<file path="src/rtl/wos_pkg.sv">
// wos_pkg: shared types and constants for the WOS window address generator.
// Latency: n/a (declarations only).
// Backpressure: n/a.
package wos_pkg;

    // Sequencer states.
    typedef enum logic [1:0] {
        IDLE  = 2'd0,
        READ  = 2'd1,
        WRITE = 2'd2,
        DONE  = 2'd3
    } state_t;

    // Border handling selector, matches cfg_mode encoding.
    localparam logic MODE_ZERO = 1'b0;
    localparam logic MODE_REPL = 1'b1;

    // Default largest legal kernel size (odd).
    localparam int KMAX_DEF = 7;

endpackage

</file>
<file path="src/rtl/coord_to_addr.sv">
// coord_to_addr: maps a signed (x,y) sample coordinate to a linear row-major address, with clamp or pad at the border.
// Latency: combinational.
// Backpressure: none (pure function of its inputs).
// Ports: i_base base address; i_x/i_y signed coordinate; i_w/i_h image size;
//        i_clamp 1 = replicate border, 0 = pad; o_addr address; o_pad sample is outside the image.
module coord_to_addr #(
    parameter int ADDR_W = 32,
    parameter int DIM_W  = 8
) (
    input  logic [ADDR_W-1:0]       i_base,
    input  logic signed [DIM_W+1:0] i_x,
    input  logic signed [DIM_W+1:0] i_y,
    input  logic [DIM_W-1:0]        i_w,
    input  logic [DIM_W-1:0]        i_h,
    input  logic                    i_clamp,
    output logic [ADDR_W-1:0]       o_addr,
    output logic                    o_pad
);
    localparam int CW = DIM_W + 2;

    logic signed [CW-1:0] w_wm1;
    logic signed [CW-1:0] w_hm1;
    logic signed [CW-1:0] w_xc;
    logic signed [CW-1:0] w_yc;
    logic                 w_out;

    always_comb begin
        // W and H are at least 1 once the run is accepted, so the limits are >= 0.
        w_wm1 = signed'({2'b00, i_w}) - CW'(1);
        w_hm1 = signed'({2'b00, i_h}) - CW'(1);

        w_out = (i_x < 0) || (i_x > w_wm1) || (i_y < 0) || (i_y > w_hm1);

        w_xc = (i_x < 0) ? '0 : ((i_x > w_wm1) ? w_wm1 : i_x);
        w_yc = (i_y < 0) ? '0 : ((i_y > w_hm1) ? w_hm1 : i_y);

        o_pad = !i_clamp && w_out;

        // Padded beats carry the base address; the kernel never reads memory for them.
        if (o_pad) begin
            o_addr = i_base;
        end else begin
            o_addr = i_base + ADDR_W'($unsigned(w_yc)) * ADDR_W'(i_w)
                            + ADDR_W'($unsigned(w_xc));
        end
    end

endmodule

</file>
<file path="src/rtl/window_addr_gen.sv">
// window_addr_gen: raster-walks an HxW image, issuing N*N neighbourhood reads then one write address per pixel.
// Latency: first read 1 cycle after start; next request 1 cycle after each handshake; done 1 cycle after the last write.
// Backpressure: rd/wr payload held stable while valid&!ready; valid only drops on a handshake; rd and wr never both valid.
// Ports: clk/rst; start + cfg_* (latched on start in IDLE); rd_* read stream with pad/first/last flags;
//        wr_* write stream; busy (not IDLE), done (1-cycle pulse), err (sticky bad config).
module window_addr_gen
    import wos_pkg::*;
#(
    parameter int ADDR_W = 32,
    parameter int DIM_W  = 8,
    parameter int KMAX   = KMAX_DEF
) (
    input  logic              clk,
    input  logic              rst,
    input  logic              start,
    input  logic [DIM_W-1:0]  cfg_h,
    input  logic [DIM_W-1:0]  cfg_w,
    input  logic [3:0]        cfg_n,
    input  logic              cfg_mode,
    input  logic [ADDR_W-1:0] cfg_src,
    input  logic [ADDR_W-1:0] cfg_dst,
    output logic              rd_valid,
    input  logic              rd_ready,
    output logic [ADDR_W-1:0] rd_addr,
    output logic              rd_pad,
    output logic              win_first,
    output logic              win_last,
    output logic              wr_valid,
    input  logic              wr_ready,
    output logic [ADDR_W-1:0] wr_addr,
    output logic              busy,
    output logic              done,
    output logic              err
);
    localparam int CW = DIM_W + 2;
    typedef logic signed [CW-1:0] coord_t;

    // Architectural state
    state_t            r_state;
    logic [DIM_W-1:0]  r_x, r_y, r_w, r_h;
    coord_t            r_dx, r_dy, r_k;
    logic              r_mode;
    logic [ADDR_W-1:0] r_src, r_dst;
    logic              r_err;

    // Registered outputs
    logic              r_rd_valid, r_rd_pad, r_win_first, r_win_last;
    logic [ADDR_W-1:0] r_rd_addr;
    logic              r_wr_valid;
    logic [ADDR_W-1:0] r_wr_addr;
    logic              r_busy, r_done;

    // Next-state values
    state_t            w_nxt_state;
    logic [DIM_W-1:0]  w_nxt_x, w_nxt_y, w_nxt_w, w_nxt_h;
    coord_t            w_nxt_dx, w_nxt_dy, w_nxt_k;
    logic              w_nxt_mode, w_nxt_err;
    logic [ADDR_W-1:0] w_nxt_src, w_nxt_dst;

    logic              w_cfg_bad;
    coord_t            w_cfg_k;
    coord_t            w_rd_xx, w_rd_yy, w_wr_xx, w_wr_yy;
    logic [ADDR_W-1:0] w_rd_addr, w_wr_addr;
    logic              w_rd_pad, w_wr_pad_unused;

    assign w_cfg_bad = !cfg_n[0] || (int'(cfg_n) > KMAX) || (cfg_h == '0) || (cfg_w == '0);
    assign w_cfg_k   = coord_t'(cfg_n >> 1);

    always_comb begin
        w_nxt_state = r_state;
        w_nxt_x     = r_x;
        w_nxt_y     = r_y;
        w_nxt_dx    = r_dx;
        w_nxt_dy    = r_dy;
        w_nxt_k     = r_k;
        w_nxt_w     = r_w;
        w_nxt_h     = r_h;
        w_nxt_mode  = r_mode;
        w_nxt_src   = r_src;
        w_nxt_dst   = r_dst;
        w_nxt_err   = r_err;

        case (r_state)
            IDLE: begin
                if (start) begin
                    w_nxt_w    = cfg_w;
                    w_nxt_h    = cfg_h;
                    w_nxt_k    = w_cfg_k;
                    w_nxt_mode = cfg_mode;
                    w_nxt_src  = cfg_src;
                    w_nxt_dst  = cfg_dst;
                    w_nxt_x    = '0;
                    w_nxt_y    = '0;
                    w_nxt_dx   = -w_cfg_k;
                    w_nxt_dy   = -w_cfg_k;
                    if (w_cfg_bad) begin
                        w_nxt_state = DONE;
                        w_nxt_err   = 1'b1;
                    end else begin
                        w_nxt_state = READ;
                        w_nxt_err   = 1'b0;
                    end
                end
            end
            READ: begin
                // Column-major walk: dy is the inner loop, dx the outer.
                if (rd_ready) begin
                    if (r_dy == r_k) begin
                        if (r_dx == r_k) begin
                            w_nxt_state = WRITE;
                        end else begin
                            w_nxt_dx = r_dx + CW'(1);
                            w_nxt_dy = -r_k;
                        end
                    end else begin
                        w_nxt_dy = r_dy + CW'(1);
                    end
                end
            end
            WRITE: begin
                if (wr_ready) begin
                    if ((r_x == r_w - DIM_W'(1)) && (r_y == r_h - DIM_W'(1))) begin
                        w_nxt_state = DONE;
                    end else begin
                        if (r_x == r_w - DIM_W'(1)) begin
                            w_nxt_x = '0;
                            w_nxt_y = r_y + DIM_W'(1);
                        end else begin
                            w_nxt_x = r_x + DIM_W'(1);
                        end
                        w_nxt_dx    = -r_k;
                        w_nxt_dy    = -r_k;
                        w_nxt_state = READ;
                    end
                end
            end
            DONE: begin
                w_nxt_state = IDLE;
            end
            default: begin
                w_nxt_state = IDLE;
            end
        endcase
    end

    // Addresses are computed from the next-state counters so the request
    // registers hold exactly the beat that is presented next cycle.
    assign w_rd_xx = coord_t'({2'b00, w_nxt_x}) + w_nxt_dx;
    assign w_rd_yy = coord_t'({2'b00, w_nxt_y}) + w_nxt_dy;
    assign w_wr_xx = coord_t'({2'b00, w_nxt_x});
    assign w_wr_yy = coord_t'({2'b00, w_nxt_y});

    coord_to_addr #(.ADDR_W(ADDR_W), .DIM_W(DIM_W)) u_rd_addr (
        .i_base  (w_nxt_src),
        .i_x     (w_rd_xx),
        .i_y     (w_rd_yy),
        .i_w     (w_nxt_w),
        .i_h     (w_nxt_h),
        .i_clamp (w_nxt_mode == MODE_REPL),
        .o_addr  (w_rd_addr),
        .o_pad   (w_rd_pad)
    );

    // Output pixel is always inside the image, so the clamp is never exercised.
    coord_to_addr #(.ADDR_W(ADDR_W), .DIM_W(DIM_W)) u_wr_addr (
        .i_base  (w_nxt_dst),
        .i_x     (w_wr_xx),
        .i_y     (w_wr_yy),
        .i_w     (w_nxt_w),
        .i_h     (w_nxt_h),
        .i_clamp (1'b0),
        .o_addr  (w_wr_addr),
        .o_pad   (w_wr_pad_unused)
    );

    always_ff @(posedge clk or posedge rst) begin
        if (rst) begin
            r_state     <= IDLE;
            r_x         <= '0;
            r_y         <= '0;
            r_w         <= '0;
            r_h         <= '0;
            r_dx        <= '0;
            r_dy        <= '0;
            r_k         <= '0;
            r_mode      <= 1'b0;
            r_src       <= '0;
            r_dst       <= '0;
            r_err       <= 1'b0;
            r_rd_valid  <= 1'b0;
            r_rd_addr   <= '0;
            r_rd_pad    <= 1'b0;
            r_win_first <= 1'b0;
            r_win_last  <= 1'b0;
            r_wr_valid  <= 1'b0;
            r_wr_addr   <= '0;
            r_busy      <= 1'b0;
            r_done      <= 1'b0;
        end else begin
            r_state     <= w_nxt_state;
            r_x         <= w_nxt_x;
            r_y         <= w_nxt_y;
            r_w         <= w_nxt_w;
            r_h         <= w_nxt_h;
            r_dx        <= w_nxt_dx;
            r_dy        <= w_nxt_dy;
            r_k         <= w_nxt_k;
            r_mode      <= w_nxt_mode;
            r_src       <= w_nxt_src;
            r_dst       <= w_nxt_dst;
            r_err       <= w_nxt_err;
            r_rd_valid  <= (w_nxt_state == READ);
            r_rd_addr   <= (w_nxt_state == READ) ? w_rd_addr : '0;
            r_rd_pad    <= (w_nxt_state == READ) && w_rd_pad;
            r_win_first <= (w_nxt_state == READ) && (w_nxt_dx == -w_nxt_k) && (w_nxt_dy == -w_nxt_k);
            r_win_last  <= (w_nxt_state == READ) && (w_nxt_dx == w_nxt_k) && (w_nxt_dy == w_nxt_k);
            r_wr_valid  <= (w_nxt_state == WRITE);
            r_wr_addr   <= (w_nxt_state == WRITE) ? w_wr_addr : '0;
            r_busy      <= (w_nxt_state != IDLE);
            r_done      <= (w_nxt_state == DONE);
        end
    end

    assign rd_valid  = r_rd_valid;
    assign rd_addr   = r_rd_addr;
    assign rd_pad    = r_rd_pad;
    assign win_first = r_win_first;
    assign win_last  = r_win_last;
    assign wr_valid  = r_wr_valid;
    assign wr_addr   = r_wr_addr;
    assign busy      = r_busy;
    assign done      = r_done;
    assign err       = r_err;

endmodule
</file>
<file path="config.mk">
export PLATFORM = sky130hd
export DESIGN_NAME = window_addr_gen
export DESIGN_NICKNAME = d
export VERILOG_FILES = /design/src/rtl/wos_pkg.sv /design/src/rtl/coord_to_addr.sv /design/src/rtl/window_addr_gen.sv
export SDC_FILE = /design/constraint.sdc
export NUM_CORES = 1
export LEC_CHECK = 0
export CORE_MARGIN = 2
export CORE_UTILIZATION = 60
export DETAILED_ROUTE_END_ITERATION = 10
export PLACE_DENSITY = 0.86
export SYNTH_ARGS = -nofsm -noshare
export SYNTH_HDL_FRONTEND = slang
export SYNTH_SLANG_ARGS = --single-unit
export TNS_END_PERCENT = 1
</file>
<file path="constraint.sdc">
create_clock -name clk -period 17 [get_ports clk]
set_input_delay 3.4 -clock clk [delete_from_list [all_inputs] [get_ports clk]]
set_output_delay 3.4 -clock clk [all_outputs]
set_load 0.005 [all_outputs]
</file>
==> results.ini <==
[drt]
wl_mm = 57.3
drc_errors = 0
dr_total_vias = 17400
wl_per_cell_um = 19.7
dr.pass1.iters = 7
drt-initial-drc-count = 1388
via_per_inst = 6.00
postRouteAntennaNets = 0

[sta]
max_freq_ghz = 0.0655
skew_ns = 0.0246
tightest_slew_ns = 1.25
report.final.setup_viol = 0
slew_violations = 0
rsz0062_at_grt = no
period_share_pct = 89.8
slew_headroom_pct = 16.1
period_minus_slack_ns = 15.26
hold_viol = 0
tns_ns = 0

[synth]
async_flop_share_pct = 100
synth_commonest_cells = 328 x nand2_1, 269 x inv_1, 224 x nor2_1
ys_seq_elements = 201
synth.distinct_cells = 81
synth.net_count = 2719
synthTopCellsByArea = dfrtp_1 26%, fa_1 15%, ha_1 12%, nand2_1 6.3%, inv_1 5.1%
syn_area_mm2 = 0.0196
seq_area_frac_synth_pct = 25.6
synth_most_common_cell = nand2_1
synth_warnings = 0
netlist_instances = 2303
synth.largest_area_cell = dfrtp_1
synthFlopType = dfrtp_1
synth_edf_count = 0
netlist.area_leader.share_pct = 25.6
syn_area_per_cell_um2 = 8.52

[critical_path]
end_kind = flop
cp_max_fo = 17
path_buf_inv = 14
required_ns = 17.39
crit_top_cell = inv_1
critPathMaxStageDelay_ns = 0.77
cp_top_family = adder cells
start_kind = input port
critPathArrivalTime_ns = 15.64
cp_slowest_cell = clkdlybuf4s50_1
critPathKind = input port to flop

[final_layout]
final_cell_area_mm2 = 0.0226
syn2layout_area_growth_pct = 15.3
antenna_cells = 0
layout-drive-gt1-share_pct = 4.99
fill_cells = 2483
nNetsFinal = 2862

[floorplanning]
die_h_um = 185
io_pins = 162
design.core.area_mm2 = 0.0324
die_w_um = 185
initial_utilization_pct = 60.6
row_count = 66
die_area_mm2 = 0.0342

[global_routing]
grt_max_degree = 75
grt_pass1_wl_mm = 92.7
grt.overflow.total = 0
grt_pass1_vias = 17900
antenna_found_initial = 0
track_usage_pct = 34.3

[clock_network]
htree_levels = 1
cts.sinks = 201
clock_latency_ns = 0.55
ctsHoldBuffers = 0
cts_tree = yes
post_cts_resize_count = 0
root_buffer = clkbuf_16
clk_pin_slew_ns = 0.06
cts_setup_buffers = 0
cts_buffers = 23
cts_max_path_buffers = 3

[status]
status = finished clean

[placed_design]
place_hpwl_mm = 44.7
place_area_mm2 = 0.0218
routabilityCongestion = 0.956
port_buffers = 161

[hold_path]
min_path_type = flop to flop

[run]
max_cap_viol_count = 0

## routing by layer
layer | track usage, % | wire [um] | vias to the layer above
li1 | - | - | 7983
met1 | 43.7 | 22700 | 8525
met2 | 60.7 | 28600 | 764
met3 | 4.33 | 4040 | 150
met4 | 11.1 | 2000 | 0
met5 | 0 | 0 | -
## worst reg2reg max path: cells and delay by family, from the launching register on
kind / cells / cell delay (ns)
muxes: 1 / 0.14
buffers and inverters: 11 / 1.16
adders and majority gates: 9 / 3.64
and+or+nand+nor: 8 / 2.73
xor gates and xnor gates: 2 / 0.33
AOI/OAI and AO/OA: 18 / 4.73
DFF: 1 / 0.46
## layout by cell type (no fill, tap or decap), types with 5 or more instances in the layout
cell type	count
nand2_1	328
inv_1	268
nor2_1	224
dfrtp_1	201
ha_1	182
clkdlybuf4s50_1	161
fa_1	144
a21oi_1	113
o21ai_0	86
xnor2_1	74
mux2i_1	52
xor2_1	48
nor3_1	46
nand3_1	45
buf_4	39
and2_1	30
a21o_1	26
nand2b_1	25
or3_1	25
nor4_1	24
nand4_1	23
clkbuf_16	23
and3_1	20
a211oi_1	19
or2_2	16
nor2b_1	15
a31oi_1	15
o31ai_1	13
o21bai_1	12
o21a_1	12
mux2_2	9
o211ai_1	9
a311oi_1	8
nor3b_1	6
and4_1	5
a211o_1	5
a221oi_1	5
a22oi_1	5
a2111oi_0	5
## sequential cells by signal (all words and copies together) (netlist names), 2 cells and up
register / cells
r_dst: 32
r_src: 32
rd_addr: 32
wr_addr: 32
r_dx: 10
r_dy: 10
r_k: 10
r_h: 8
r_w: 8
r_x: 8
r_y: 8
r_state: 2
## cell families after synthesis
| family | Yosys count | synth area share (%) |
|---|---|---|
| simple gates | 856 | 20.0 |
| compound gates | 379 | 12.5 |
| buf+inv | 357 | 6.90 |
| fa+ha+maj | 326 | 26.3 |
| flops | 201 | 25.6 |
| xor+xnor | 123 | 5.53 |
| mux | 61 | 3.17 |
## stage by stage
step,cells,util [%],hold WS [ns],worst slack [ns]
after floorplan,2303,-,0.453,2.16
final,2905,69.9,0.473,1.74
after detailed placement,2863,67.4,0.465,1.35
after CTS,2905,69.9,0.479,1.88
after global placement,2863,67.4,0.463,1.67
after global routing,2905,69.9,0.515,1.02
## worst paths after layout
check	from	end	slack [ns]	cells after the start
worst max-delay path	start	rd_addr[23]$_DFF_PP0_	1.74	44
max in group asynchronous	rst	wr_addr[7]$_DFF_PP0_	12.40	3
worst min-delay path	err$_DFFE_PP0P_	err$_DFFE_PP0P_	0.47	1
worst max register to register	r_h[0]$_DFF_PP0_	rd_addr[23]$_DFF_PP0_	3.65	49
min in group asynchronous	rst	r_src[28]$_DFF_PP0_	3.30	2
worst min register to register	err$_DFFE_PP0P_	err$_DFFE_PP0P_	0.47	1
## cell type report
class	instances	area (um^2)	area share (%)
multi-input cells	1745	13300	58.7
well taps	442	553	2.44
clock inverters	15	210	0.929
repair buffers	200	1900	8.41
inverters	275	1040	4.59
clock buffers	27	621	2.74
flip-flops and latches	201	5030	22.2
Power is not shown: default switching activity piles up to over one toggle a cycle in this logic, so the estimate is an artifact.
